**config.mk**
```make
export PLATFORM = sky130hd
export DESIGN_NAME = tour_cmd_player
export DESIGN_NICKNAME = d
export VERILOG_FILES = /design/src/rtl/tour_pkg.sv /design/src/rtl/tour_move_decode.sv /design/src/rtl/tour_cmd_player.sv
export SDC_FILE = /design/constraint.sdc
export NUM_CORES = 1
export LEC_CHECK = 0
export BUFFER_PORTS_ARGS = -buffer_cell sky130_fd_sc_hd__clkbuf_2
export CORE_MARGIN = 5
export CORE_UTILIZATION = 44
export CTS_CLUSTER_DIAMETER = 30
export DETAILED_ROUTE_END_ITERATION = 7
export PLACE_DENSITY = 0.83
export RECOVER_POWER = 25
export SLEW_MARGIN = 20
export SYNTH_ARGS = -nofsm -noshare
export SYNTH_HDL_FRONTEND = slang
export SYNTH_SLANG_ARGS = --single-unit
```
**constraint.sdc**
```tcl
create_clock -name clk -period 4.4 [get_ports clk]
set_input_delay 0.44 -clock clk [delete_from_list [all_inputs] [get_ports clk]]
set_output_delay 0.44 -clock clk [all_outputs]
set_load 0.01 [all_outputs]
```
**src/rtl/tour_pkg.sv**
```systemverilog
// Shared constants, state encoding and move table for the tour player.
// Move table packs one 3-bit two's-complement step per move bit.
package tour_pkg;

  localparam int NUM_MOVES = 24;

  localparam logic [7:0] RESP_MID  = 8'h5A;
  localparam logic [7:0] RESP_DONE = 8'hA5;

  localparam logic [7:0] NORTH = 8'h00;
  localparam logic [7:0] SOUTH = 8'h7F;
  localparam logic [7:0] EAST  = 8'hBF;
  localparam logic [7:0] WEST  = 8'h3F;

  localparam logic [3:0] OP_MOVE         = 4'h4;
  localparam logic [3:0] OP_MOVE_FANFARE = 4'h5;

  typedef enum logic [2:0] {
    IDLE,
    VERT,
    WAIT_V,
    HORZ,
    WAIT_H
  } play_state_t;

  // bit7 .. bit0
  localparam logic [23:0] DX_TAB = {
    3'b010, 3'b010, 3'b001, 3'b111,
    3'b110, 3'b110, 3'b111, 3'b001
  };
  localparam logic [23:0] DY_TAB = {
    3'b001, 3'b111, 3'b110, 3'b110,
    3'b111, 3'b001, 3'b010, 3'b010
  };

  function automatic logic [3:0] mag3(input logic [2:0] v);
    logic [2:0] n;
    n = v[2] ? (~v + 3'd1) : v;
    return {1'b0, n};
  endfunction

endpackage

```
**src/rtl/tour_move_decode.sv**
```systemverilog
// One-hot move to signed (dx,dy); lowest set bit wins, zero maps to bit0.
// legal flags an exactly-one-hot move.
module tour_move_decode
  import tour_pkg::*;
(
  input  logic              [7:0] move,
  output logic signed       [2:0] dx,
  output logic signed       [2:0] dy,
  output logic                    legal
);

  logic [2:0] sel;
  logic [4:0] base;

  // lowest set bit selects the table entry
  always_comb begin
    sel = '0;
    for (int i = 7; i >= 0; i--) begin
      if (move[i]) sel = 3'(i);
    end
  end

  assign base  = 5'(sel) * 5'd3;
  assign dx    = DX_TAB[base +: 3];
  assign dy    = DY_TAB[base +: 3];
  assign legal = $onehot(move);

endmodule

```
**src/rtl/tour_cmd_player.sv**
```systemverilog
// Plays a stored knight's tour as vertical/horizontal drive commands.
// Optional TOUR_CMD_ILLEGAL_CHK_EN adds the sticky illegal-move check.
module tour_cmd_player
  import tour_pkg::*;
(
  input  logic        clk,
  input  logic        rst_n,
  input  logic        start_tour,
  output logic [4:0]  mv_indx,
  input  logic [7:0]  move,
  input  logic [15:0] cmd_UART,
  input  logic        cmd_rdy_UART,
  input  logic        clr_cmd_rdy,
  input  logic        send_resp,
  output logic [15:0] cmd,
  output logic        cmd_rdy,
  output logic [7:0]  resp,
  output logic        tour_err
);

  play_state_t state_q, state_d;
  logic [4:0]  mv_indx_q, mv_indx_d;

  logic signed [2:0] dx, dy;
  logic              mv_legal;
  logic [15:0]       vcmd, hcmd;
  logic              last;
  logic              ill;

  tour_move_decode u_dec (
    .move  (move),
    .dx    (dx),
    .dy    (dy),
    .legal (mv_legal)
  );

  assign vcmd = {OP_MOVE, dy[2] ? SOUTH : NORTH, mag3(dy)};
  assign hcmd = {OP_MOVE_FANFARE, dx[2] ? WEST : EAST, mag3(dx)};
  assign last = (mv_indx_q == 5'(NUM_MOVES - 1));
  assign mv_indx = mv_indx_q;

`ifdef TOUR_CMD_ILLEGAL_CHK_EN
  logic tour_err_q, tour_err_d;

  assign ill = ~mv_legal;

  // sticky error: set on a bad move in VERT, cleared by a new tour
  always_comb begin
    tour_err_d = tour_err_q;
    if (state_q == IDLE && start_tour) tour_err_d = 1'b0;
    else if (state_q == VERT && ill) tour_err_d = 1'b1;
  end

  // error flag register
  always_ff @(posedge clk or negedge rst_n) begin
    if (!rst_n) tour_err_q <= 1'b0;
    else        tour_err_q <= tour_err_d;
  end

  assign tour_err = tour_err_q;
`else
  logic unused_legal;

  assign unused_legal = mv_legal;
  assign ill          = 1'b0;
  assign tour_err     = 1'b0;
`endif

  // next state, move index and output mux
  always_comb begin
    state_d   = state_q;
    mv_indx_d = mv_indx_q;
    cmd       = vcmd;
    cmd_rdy   = 1'b0;
    resp      = RESP_MID;
    unique case (state_q)
      IDLE: begin
        cmd     = cmd_UART;
        cmd_rdy = cmd_rdy_UART;
        resp    = RESP_DONE;
        if (start_tour) begin
          state_d   = VERT;
          mv_indx_d = '0;
        end
      end
      VERT: begin
        if (ill) begin
          state_d = IDLE;
        end else begin
          cmd_rdy = 1'b1;
          if (clr_cmd_rdy) state_d = WAIT_V;
        end
      end
      WAIT_V: begin
        if (send_resp) state_d = HORZ;
      end
      HORZ: begin
        cmd     = hcmd;
        cmd_rdy = 1'b1;
        if (clr_cmd_rdy) state_d = WAIT_H;
      end
      WAIT_H: begin
        cmd = hcmd;
        if (last) resp = RESP_DONE;
        if (send_resp) begin
          if (last) begin
            state_d = IDLE;
          end else begin
            state_d   = VERT;
            mv_indx_d = mv_indx_q + 5'd1;
          end
        end
      end
      default: state_d = IDLE;
    endcase
  end

  // state and move index registers
  always_ff @(posedge clk or negedge rst_n) begin
    if (!rst_n) begin
      state_q   <= IDLE;
      mv_indx_q <= '0;
    end else begin
      state_q   <= state_d;
      mv_indx_q <= mv_indx_d;
    end
  end

endmodule
```
==> results.json, run 1 <==
{
  "status": "finished, final reports clean",
  "ff2ff_path_depth": 3,
  "fp-row-count": 16,
  "clkPwrFrac_pct": 8.7,
  "worstPathArrival_ps": 2260,
  "synth_nets": 155,
  "syn_inst": 123,
  "gp_congestion": 0.749,
  "cts.repair.resized": 0,
  "cp_num_buf_inv": 3,
  "cts_tree": "yes",
  "cpMaxStageDelayCell": "a311o_1",
  "switchingPower_uw": 345,
  "hold_buffers": 0,
  "p_sw_share_pct": 52.2,
  "syn_avg_cell_area_um2": 7.22,
  "ys_seq_elements": 8,
  "drc": 0,
  "min_path_type": "input port to asynchronous set/reset pin",
  "synth_commonest_cells": "nand2_1, nor2_1, dfrtp_1, o21ai_0",
  "hold_slack_ps": 94.3,
  "cp_common_cell": "clkbuf_2",
  "met2_wirelength_um": 1330,
  "tightest_slew_ps": 720,
  "die-area_um2": 3020,
  "synth_top_area_cell": "dfrtp_1",
  "yosys_warnings": 0,
  "routed_wl_um": 2630,
  "vias": 1068,
  "nets": 205,
  "coreArea_um2": 1940,
  "antenna_cells": 0,
  "worstSkewPairLatency_ps": 250,
  "wl_per_cell_um": 13.3,
  "first_global_vias": 980,
  "dr.first_iter.drc_count": 19,
  "root_buffer": "clkbuf_4",
  "htreeDepth": 1,
  "placed_area_um2": 1140,
  "irDropWorstVdd_uv": 262,
  "finalMaxSlewViolations": 0,
  "fin_crit_sh_pct": 61.4,
  "endpoint_kind": "output pin",
  "rsz0062_at_grt": "no",
  "async_flop_share_pct": 100,
  "ys_types": 44,
  "track_usage_pct": 17.9,
  "clock_path_buffers": 2,
  "cp_num_cells": 10,
  "post-place-cells": 195,
  "synth-main-ff-cell": "dfrtp_1",
  "synth.top_cell.area_share_pct": 22.5,
  "finalHoldViolations": 0,
  "powerDensity_nw_per_um2": 571,
  "finalSetupViolCount": 0,
  "synth_edf_count": 0,
  "synth.most_common_cell": "nand2_1",
  "highest_layer": "met4",
  "max-cap-violations": 0,
  "worst-setup-path-type": "input port to output pin",
  "fin_cells": 198,
  "cp_slowest_stage_delay_ps": 370,
  "final_layout_size_suffix_gt1_share_pct": 36.8,
  "dr_wl_met3_um": 168,
  "cp_top_family": "compound AO/OA/AOI/OAI gates",
  "initial_core_util_pct": 45.7,
  "ioPinCount": 61,
  "antenna_found_initial": 0,
  "fp.dieH_um": 54.9,
  "grt.overflow.total": 0,
  "synth.area.top_cells": "dfrtp_1, nand2_1, buf_4",
  "ant_nets": 0,
  "grt_max_degree": 27,
  "synth_area_um2": 888,
  "via_per_inst": 5.39,
  "path_clk_slew_ps": 60,
  "numClockSinks": 8,
  "max_freq_mhz": 370,
  "crit_path_start_kind": "input port",
  "area_delta_synth_final_pct": 30.3,
  "pwr-share-seq_pct": 21.1,
  "clock_skew_ps": 0.395,
  "combPwrFrac_pct": 70.3,
  "cp.required_ps": 3960,
  "total_power_uw": 661,
  "dieWidth_um": 54.9,
  "port_buffers": 59,
  "design_area_um2": 1160,
  "fin_tns_setup_ps": 0,
  "p_int_uw": 316,
  "dr.pass1.iters": 4,
  "period_minus_slack_ps": 2700,
  "path_max_fanout": 4,
  "dp_hpwl_um": 2150,
  "slew_headroom_pct": 52.0,
  "cts_setup_buffers": 0,
  "grt_pass1_wl_um": 4100,
  "cts_buffers": 3,
  "yosysSeqAreaShare_pct": 22.5,
  "total_leakage_power_uw": 0.000624,
  "m1WireLength_um": 1110,
  "cp_cell_sequence": "clkbuf_2 > o21bai_2 > o21a_1 > nor3_1 > ha_1 > inv_1 > mux2i_1 > a311o_1 > and4_1 > clkbuf_2"
}
[routing by layer]
metal / up-vias / track usage (%)
li1: 536 / -
met1: 494 / 22.5
met2: 36 / 33.1
met3: 2 / 1.61
met4: 0 / 3.64
met5: - / 0
[power groups by stage]
stage	sequential, uW	clock [uW]	combinational (uW)
after floorplan	110	0	357
after global placement	138	0	460
after detailed placement	141	0	470
after CTS	139	58.6	472
after global routing	146	63.4	520
final	139	57.3	464
[state kept, by name (all words and copies together), names as in the netlist]
name     flops
state_q      3
mv_indx      5
[layout make-up]
cell class,instances,area [um2]
Multi-Input combinational cell,94,583
Fill cell,196,785
Inverter,7,26.3
Timing Repair Buffer,59,292
Tap cell,27,33.8
Clock buffer,3,22.5
Sequential cell,8,200
[logic make-up (layout without fill, tap and decap cells)]
| group | after synthesis | count (layout) | synth area share, % |
|---|---|---|---|
| adders and majority gates | 2 | 2 | 2.82 |
| xor gates and xnor gates | 1 | 1 | 0.986 |
| buffers and inverters | 21 | 69 | 11.8 |
| muxes | 4 | 4 | 4.51 |
| AOI/OAI and AO/OA | 35 | 35 | 27.3 |
| DFF | 8 | 8 | 22.5 |
| and+or+nand+nor | 51 | 51 | 29.6 |
| other | 1 | 1 | 0.422 |
[final timing paths]
kind / start / endpoint / slack [ps]
max: move[5] / cmd[1] / 1700
min: rst_n / mv_indx[1]$_DFFE_PN0P_ / 90
max reg2reg: state_q[0]$_DFFE_PN0P_ / mv_indx[0]$_DFFE_PN0P_ / 2710
min reg2reg: mv_indx[1]$_DFFE_PN0P_ / mv_indx[1]$_DFFE_PN0P_ / 580
max in group asynchronous: rst_n / state_q[1]$_DFFE_PN0P_ / 4010
min in group clk: clr_cmd_rdy / state_q[2]$_DFFE_PN0P_ / 440
[metrics by stage]
step	util [%]	setup slack, ps
after floorplan	-	2050
after global placement	58.6	1840
after detailed placement	58.6	1710
after CTS	59.8	1700
after global routing	59.6	1590
final	59.6	1700
[layout by cell type, fill, tap and decap left out, types with 2 or more instances in the layout]
cell and instances:
clkbuf_2 56, nand2_1 16, nor2_1 11, o21ai_0 8, dfrtp_1 8, inv_1 6, and3_1 4, nand3_1 4
mux2i_1 4, o21ai_1 4, a21oi_1 3, nor3_1 3, nand4_1 3, clkbuf_4 3, clkbuf_1 3, nor4_1 2
o32ai_1 2, nor2b_1 2, a22o_1 2, ha_1 2
Power figures use the tool's default switching activity.
==> run 2, diff against run 1 <==
- CORE_UTILIZATION: 44 -> 41
- PLACE_DENSITY: 0.83 -> 0.78
- clock period: 4.4 -> 2.7 ns (I/O delays scaled with it)
==> run 2 against run 1 <==
Via count up 3.0%. Total power increased by 66%. Cell area grew 1.4%. Register-to-register slack got worse by 1900 ps. Clock skew increased by 3.6 ps. Flip-flop and latch count is the same. Largest cell class unchanged. Critical path depth unchanged. Sequential power up 56%. Die area up 5.9%. Count of clock-buffer cells in the layout unchanged. Wire length grew 2.8%. Non-clock buffer count grew 2.
==> results.json, run 2 (same netlist as run 1, synthesis figures left out) <==
{
  "nets": 207,
  "worst-setup-path-type": "input port to output pin",
  "path_max_fanout": 4,
  "coreArea_um2": 2020,
  "cts_tree": "yes",
  "via_per_inst": 5.50,
  "finalMaxSlewViolations": 0,
  "fin_tns_setup_ps": 0,
  "nFillCells": 205,
  "grt.overflow.total": 0,
  "path_clk_slew_ps": 50,
  "worstPathArrival_ps": 2090,
  "fp.dieH_um": 56.5,
  "design_area_um2": 1170,
  "post-place-cells": 196,
  "dr.pass1.iters": 4,
  "dp_hpwl_um": 2180,
  "port_buffers": 59,
  "finalSetupViolCount": 0,
  "fin_ws_ps": 339,
  "grt_pass1_wl_um": 4570,
  "gp_congestion": 0.779,
  "max_freq_mhz": 424,
  "max-cap-violations": 0,
  "largest_register_ffs": 5,
  "vias": 1100,
  "clock_path_buffers": 2,
  "numClockSinks": 8,
  "cts_buffers": 3,
  "total_leakage_power_uw": 0.000630,
  "p_int_uw": 521,
  "grt_max_degree": 18,
  "final_util_pct": 58.0,
  "powerDensity_nw_per_um2": 932,
  "wl_per_cell_um": 13.5,
  "cp.required_ps": 2430,
  "slew_headroom_pct": 48.6,
  "period_minus_slack_ps": 2360,
  "final_layout_size_suffix_gt1_share_pct": 36.4,
  "clkPwrFrac_pct": 8.3,
  "fin_crit_sh_pct": 87.4,
  "pwr-share-seq_pct": 19.9,
  "initial_core_util_pct": 43.9,
  "endpoint_kind": "output pin",
  "switchingPower_uw": 573,
  "first_global_vias": 1020,
  "tightest_slew_ps": 768,
  "worstSkewPairLatency_ps": 250,
  "cp_slowest_stage_delay_ps": 360,
  "cpMaxStageDelayCell": "a311o_1",
  "htreeDepth": 1,
  "pre_cts_slack_ps": 352,
  "cts.repair.resized": 0,
  "clock_skew_ps": 4.01,
  "crit_path_start_kind": "input port",
  "cp_top_family": "compound AO/OA/AOI/OAI gates",
  "regArea_um2": 200,
  "antenna_cells": 0,
  "cp_common_cell": "clkbuf_2",
  "root_buffer": "clkbuf_4",
  "placed_area_um2": 1150,
  "dieWidth_um": 56.5,
  "rsz0062_at_grt": "no",
  "cp_cell_sequence": "clkbuf_2 > o21bai_2 > o21a_1 > nor3_1 > ha_1 > inv_1 > mux2i_1 > a311o_1 > and4_1 > clkbuf_2",
  "fp-row-count": 16,
  "track_usage_pct": 17.3,
  "multi_input_area_um2": 583,
  "dr.first_iter.drc_count": 38,
  "combPwrFrac_pct": 71.8,
  "layout_common_cells": "clkbuf_2, nand2_1, nor2_1",
  "layout_commonest_cell": "clkbuf_2",
  "ioPinCount": 61,
  "irDropWorstVdd_uv": 449,
  "ant_nets": 0,
  "p_sw_share_pct": 52.4,
  "finalHoldViolations": 0,
  "area_delta_synth_final_pct": 32.1,
  "drc": 0,
  "fin_cells": 200,
  "min_path_type": "input port to flop",
  "status": "finished, final reports clean",
  "routed_wl_um": 2700,
  "cp_num_buf_inv": 3,
  "antenna_found_initial": 0,
  "die-area_um2": 3200
}
run 2: changes by cell type in the layout (fill, tap and decap cells not counted), sizes merged:
| cell | previous run | this run |
|---|---|---|
| dlygate4sd3 | 0 | 1 |
| buf | 0 | 1 |
run 2: routing by layer:
layer / track usage, % / wire length [um] / vias to the layer above
met5: 0 / 0 / -
met4: 3.73 / 31 / 0
met3: 3.90 / 264 / 4
met2: 29.4 / 1290 / 63
met1: 22.1 / 1110 / 492
li1: - / - / 541
run 2: area by class of cell:
cell class                      instances  share of cell area, %
Clock buffer                            3                   1.92
Inverter                                7                   2.24
Multi-Input combinational cell         94                   49.7
Sequential cell                         8                   17.1
Tap cell                               27                   2.88
Timing Repair Buffer                   61                   26.2
run 2: repair_timing:
| action | in CTS | in global routing |
|---|---|---|
| hold buffers | 1 | 0 |
| endpoints found under the hold margin | 8 | 0 |
| setup buffers | 0 | 0 |
| endpoints found under the setup margin | 0 | 0 |
run 2: worst reg2reg max path, stage by stage, from the launching register on:
cell and delay [ps]:
dfrtp_1 480, nor2_1 630, o21ai_1 320, a22o_1 310
run 2: metrics by stage:
stage          power [uW]  hold slack (ps)
2_1_floorplan         762            -25.6
3_3_place_gp          991              124
3_5_place_dp         1010              131
4_1_cts              1100              277
5_1_grt              1190              277
6_report             1090              277
run 2: power groups by stage:
stage                     clock [uW]  sequential [uW]  combinational (uW)
after floorplan                    0              180                 583
final                           91.2              217                 786
after global routing             103              224                 868
after global placement             0              213                 778
after CTS                       93.2              216                 794
after detailed placement           0              217                 791
run 2: path summary, 6_finish.rpt:
| kind | start | endpoint | cells after the start | slack [ps] |
|---|---|---|---|---|
| setup / recovery | move[5] | cmd[1] | 10 | 340 |
| hold / removal | clr_cmd_rdy | state_q[2]$_DFFE_PN0P_ | 3 | 280 |
| setup reg to reg | state_q[0]$_DFFE_PN0P_ | mv_indx[0]$_DFFE_PN0P_ | 3 | 860 |
| hold reg to reg | mv_indx[1]$_DFFE_PN0P_ | mv_indx[1]$_DFFE_PN0P_ | 2 | 570 |
| max in group asynchronous | rst_n | mv_indx[3]$_DFFE_PN0P_ | 2 | 1900 |
| min in group asynchronous | rst_n | mv_indx[1]$_DFFE_PN0P_ | 2 | 480 |
==> run 3, diff against run 2 <==
--- a/config.mk
+++ b/config.mk
@@ -8,2 +8,3 @@
 export BUFFER_PORTS_ARGS = -buffer_cell sky130_fd_sc_hd__clkbuf_2
+export CORE_ASPECT_RATIO = 1.1
 export CORE_MARGIN = 5
@@ -13,3 +14,2 @@
 export PLACE_DENSITY = 0.78
-export RECOVER_POWER = 25
 export SLEW_MARGIN = 20
--- a/constraint.sdc
+++ b/constraint.sdc
@@ -3,2 +3,2 @@
 set_output_delay 0.27 -clock clk [all_outputs]
-set_load 0.01 [all_outputs]
+set_load 0.005 [all_outputs]
==> run 3 against run 2 <==
Hold slack got worse by 14 ps. Non-clock buffer count did not move. Final cell count rose by 0.50%. Clock power barely moved. Maximum frequency rose by 1.7%. Sequential power barely moved. Die area barely moved. Core utilization fell by 0.26 points. Cell area rose by 0.53%. Global-route usage rose by 0.96 points. Via count fell by 1.6%. Largest power group unchanged. Highest routed layer unchanged.
==> results.json, run 3 (same netlist as run 1, synthesis figures left out) <==
{
  "vias": 1082,
  "fp-row-count": 17,
  "pre_cts_slack_ps": 385,
  "finalHoldViolations": 0,
  "max_freq_mhz": 431,
  "fp.dieH_um": 58.8,
  "rsz0062_at_grt": "no",
  "cp.required_ps": 2430,
  "finalMaxSlewViolations": 0,
  "use_met2_pct": 31.1,
  "status": "finished, final reports clean",
  "path_max_fanout": 4,
  "port_buffers": 59,
  "endpoint_kind": "output pin",
  "clock_path_buffers": 2,
  "powerDensity_nw_per_um2": 846,
  "gp_congestion": 0.848,
  "largest_register_ffs": 5,
  "antenna_found_initial": 0,
  "nFillCells": 203,
  "worstSkewPairLatency_ps": 250,
  "htreeDepth": 1,
  "grt.overflow.total": 0,
  "ant_nets": 0,
  "hold_buffers": 1,
  "area_delta_synth_final_pct": 32.8,
  "path_clk_slew_ps": 60,
  "worstPathArrival_ps": 2050,
  "track_usage_pct": 18.3,
  "wl_per_cell_um": 13.5,
  "whs_path_depth": 3,
  "top_usage_layer": "met2",
  "die-area_um2": 3200,
  "nets": 207,
  "dieWidth_um": 54.4,
  "initial_core_util_pct": 43.5,
  "grt_pass1_wl_um": 4510,
  "coreArea_um2": 2040,
  "crit_path_start_kind": "input port",
  "total_power_uw": 998,
  "fin_cells": 201,
  "worst-setup-path-type": "input port to output pin",
  "cts_buffers": 3,
  "fin_crit_sh_pct": 85.9,
  "final_layout_size_suffix_gt1_share_pct": 38.7,
  "fin_tns_setup_ps": 0,
  "clock_skew_ps": 6.94,
  "root_buffer": "clkbuf_4",
  "finalSetupViolCount": 0,
  "routed_wl_um": 2720,
  "period_minus_slack_ps": 2320,
  "antenna_cells": 0,
  "grt_max_degree": 15,
  "total_leakage_power_uw": 0.000644,
  "cts.repair.resized": 0,
  "layout_common_cells": "clkbuf_2, nand2_1, nor2_1",
  "max-cap-violations": 0,
  "slew_headroom_pct": 53.9,
  "fin_ws_ps": 379,
  "layout_commonest_cell": "clkbuf_2",
  "cts_tree": "yes",
  "numClockSinks": 8,
  "placed_area_um2": 1150,
  "post-place-cells": 197,
  "dp_hpwl_um": 2220,
  "min_path_type": "input port to flop",
  "design_area_um2": 1180,
  "first_global_vias": 1042,
  "tightest_slew_ps": 689,
  "irDropWorstVdd_uv": 348,
  "ff2ff_path_depth": 3,
  "cts_setup_buffers": 0,
  "grt_use_met1_pct": 22.9,
  "dr.first_iter.drc_count": 29,
  "drc": 0,
  "dr.pass1.iters": 4,
  "use_met3_pct": 2.03,
  "via_per_inst": 5.38,
  "ioPinCount": 61
}
[run 3: cell types whose count changed in the layout (fill, tap and decap cells not counted)]
cell,before,now
clkbuf_1,4,0
clkbuf_2,55,59
[run 3: power by group]
part	internal [uW]	switching, uW
Clock	50.8	40.2
Sequential	150	64.0
Combinational	319	374
[run 3: path summary, 6_finish.rpt]
path	start	slack [ps]	endpoint
setup / recovery	move[5]	380	cmd[1]
hold / removal	clr_cmd_rdy	260	state_q[2]$_DFFE_PN0P_
setup reg to reg	state_q[0]$_DFFE_PN0P_	930	mv_indx[4]$_DFFE_PN0P_
hold reg to reg	mv_indx[1]$_DFFE_PN0P_	570	mv_indx[1]$_DFFE_PN0P_
max in group asynchronous	rst_n	2110	state_q[1]$_DFFE_PN0P_
min in group asynchronous	rst_n	410	mv_indx[1]$_DFFE_PN0P_
[run 3: worst max-delay path, stage by stage]
cell,delay (ps)
clkbuf_2,90
o21bai_2,210
o21a_1,190
nor3_1,220
ha_1,290
inv_1,60
mux2i_1,80
a311o_1,360
and4_1,180
clkbuf_2,110
[run 3: final cells by class]
cell class | count | area, um2 | area share [%]
clock buffer | 3 | 22.5 | 1.91
inverter | 7 | 26.3 | 2.23
multi-input combinational | 94 | 583 | 49.4
sequential | 8 | 200 | 17.0
tap | 28 | 35.0 | 2.97
timing repair buffer | 61 | 313 | 26.5
[run 3: through the flow]
step	utilization, %	hold slack [ps]
4_1_cts	57.8	261
2_1_floorplan	-	-25.6
5_1_grt	57.8	293
6_report	57.8	263
3_5_place_dp	56.2	129
3_3_place_gp	56.2	126
[run 3: metal layers]
layer / wire length, um / up-vias / share of wire, %
met1: 1080 / 488 / 40
li1: - / 544 / -
met2: 1450 / 43 / 53
met5: 0 / - / 0
met3: 146 / 7 / 5.4
met4: 41 / 0 / 1.5
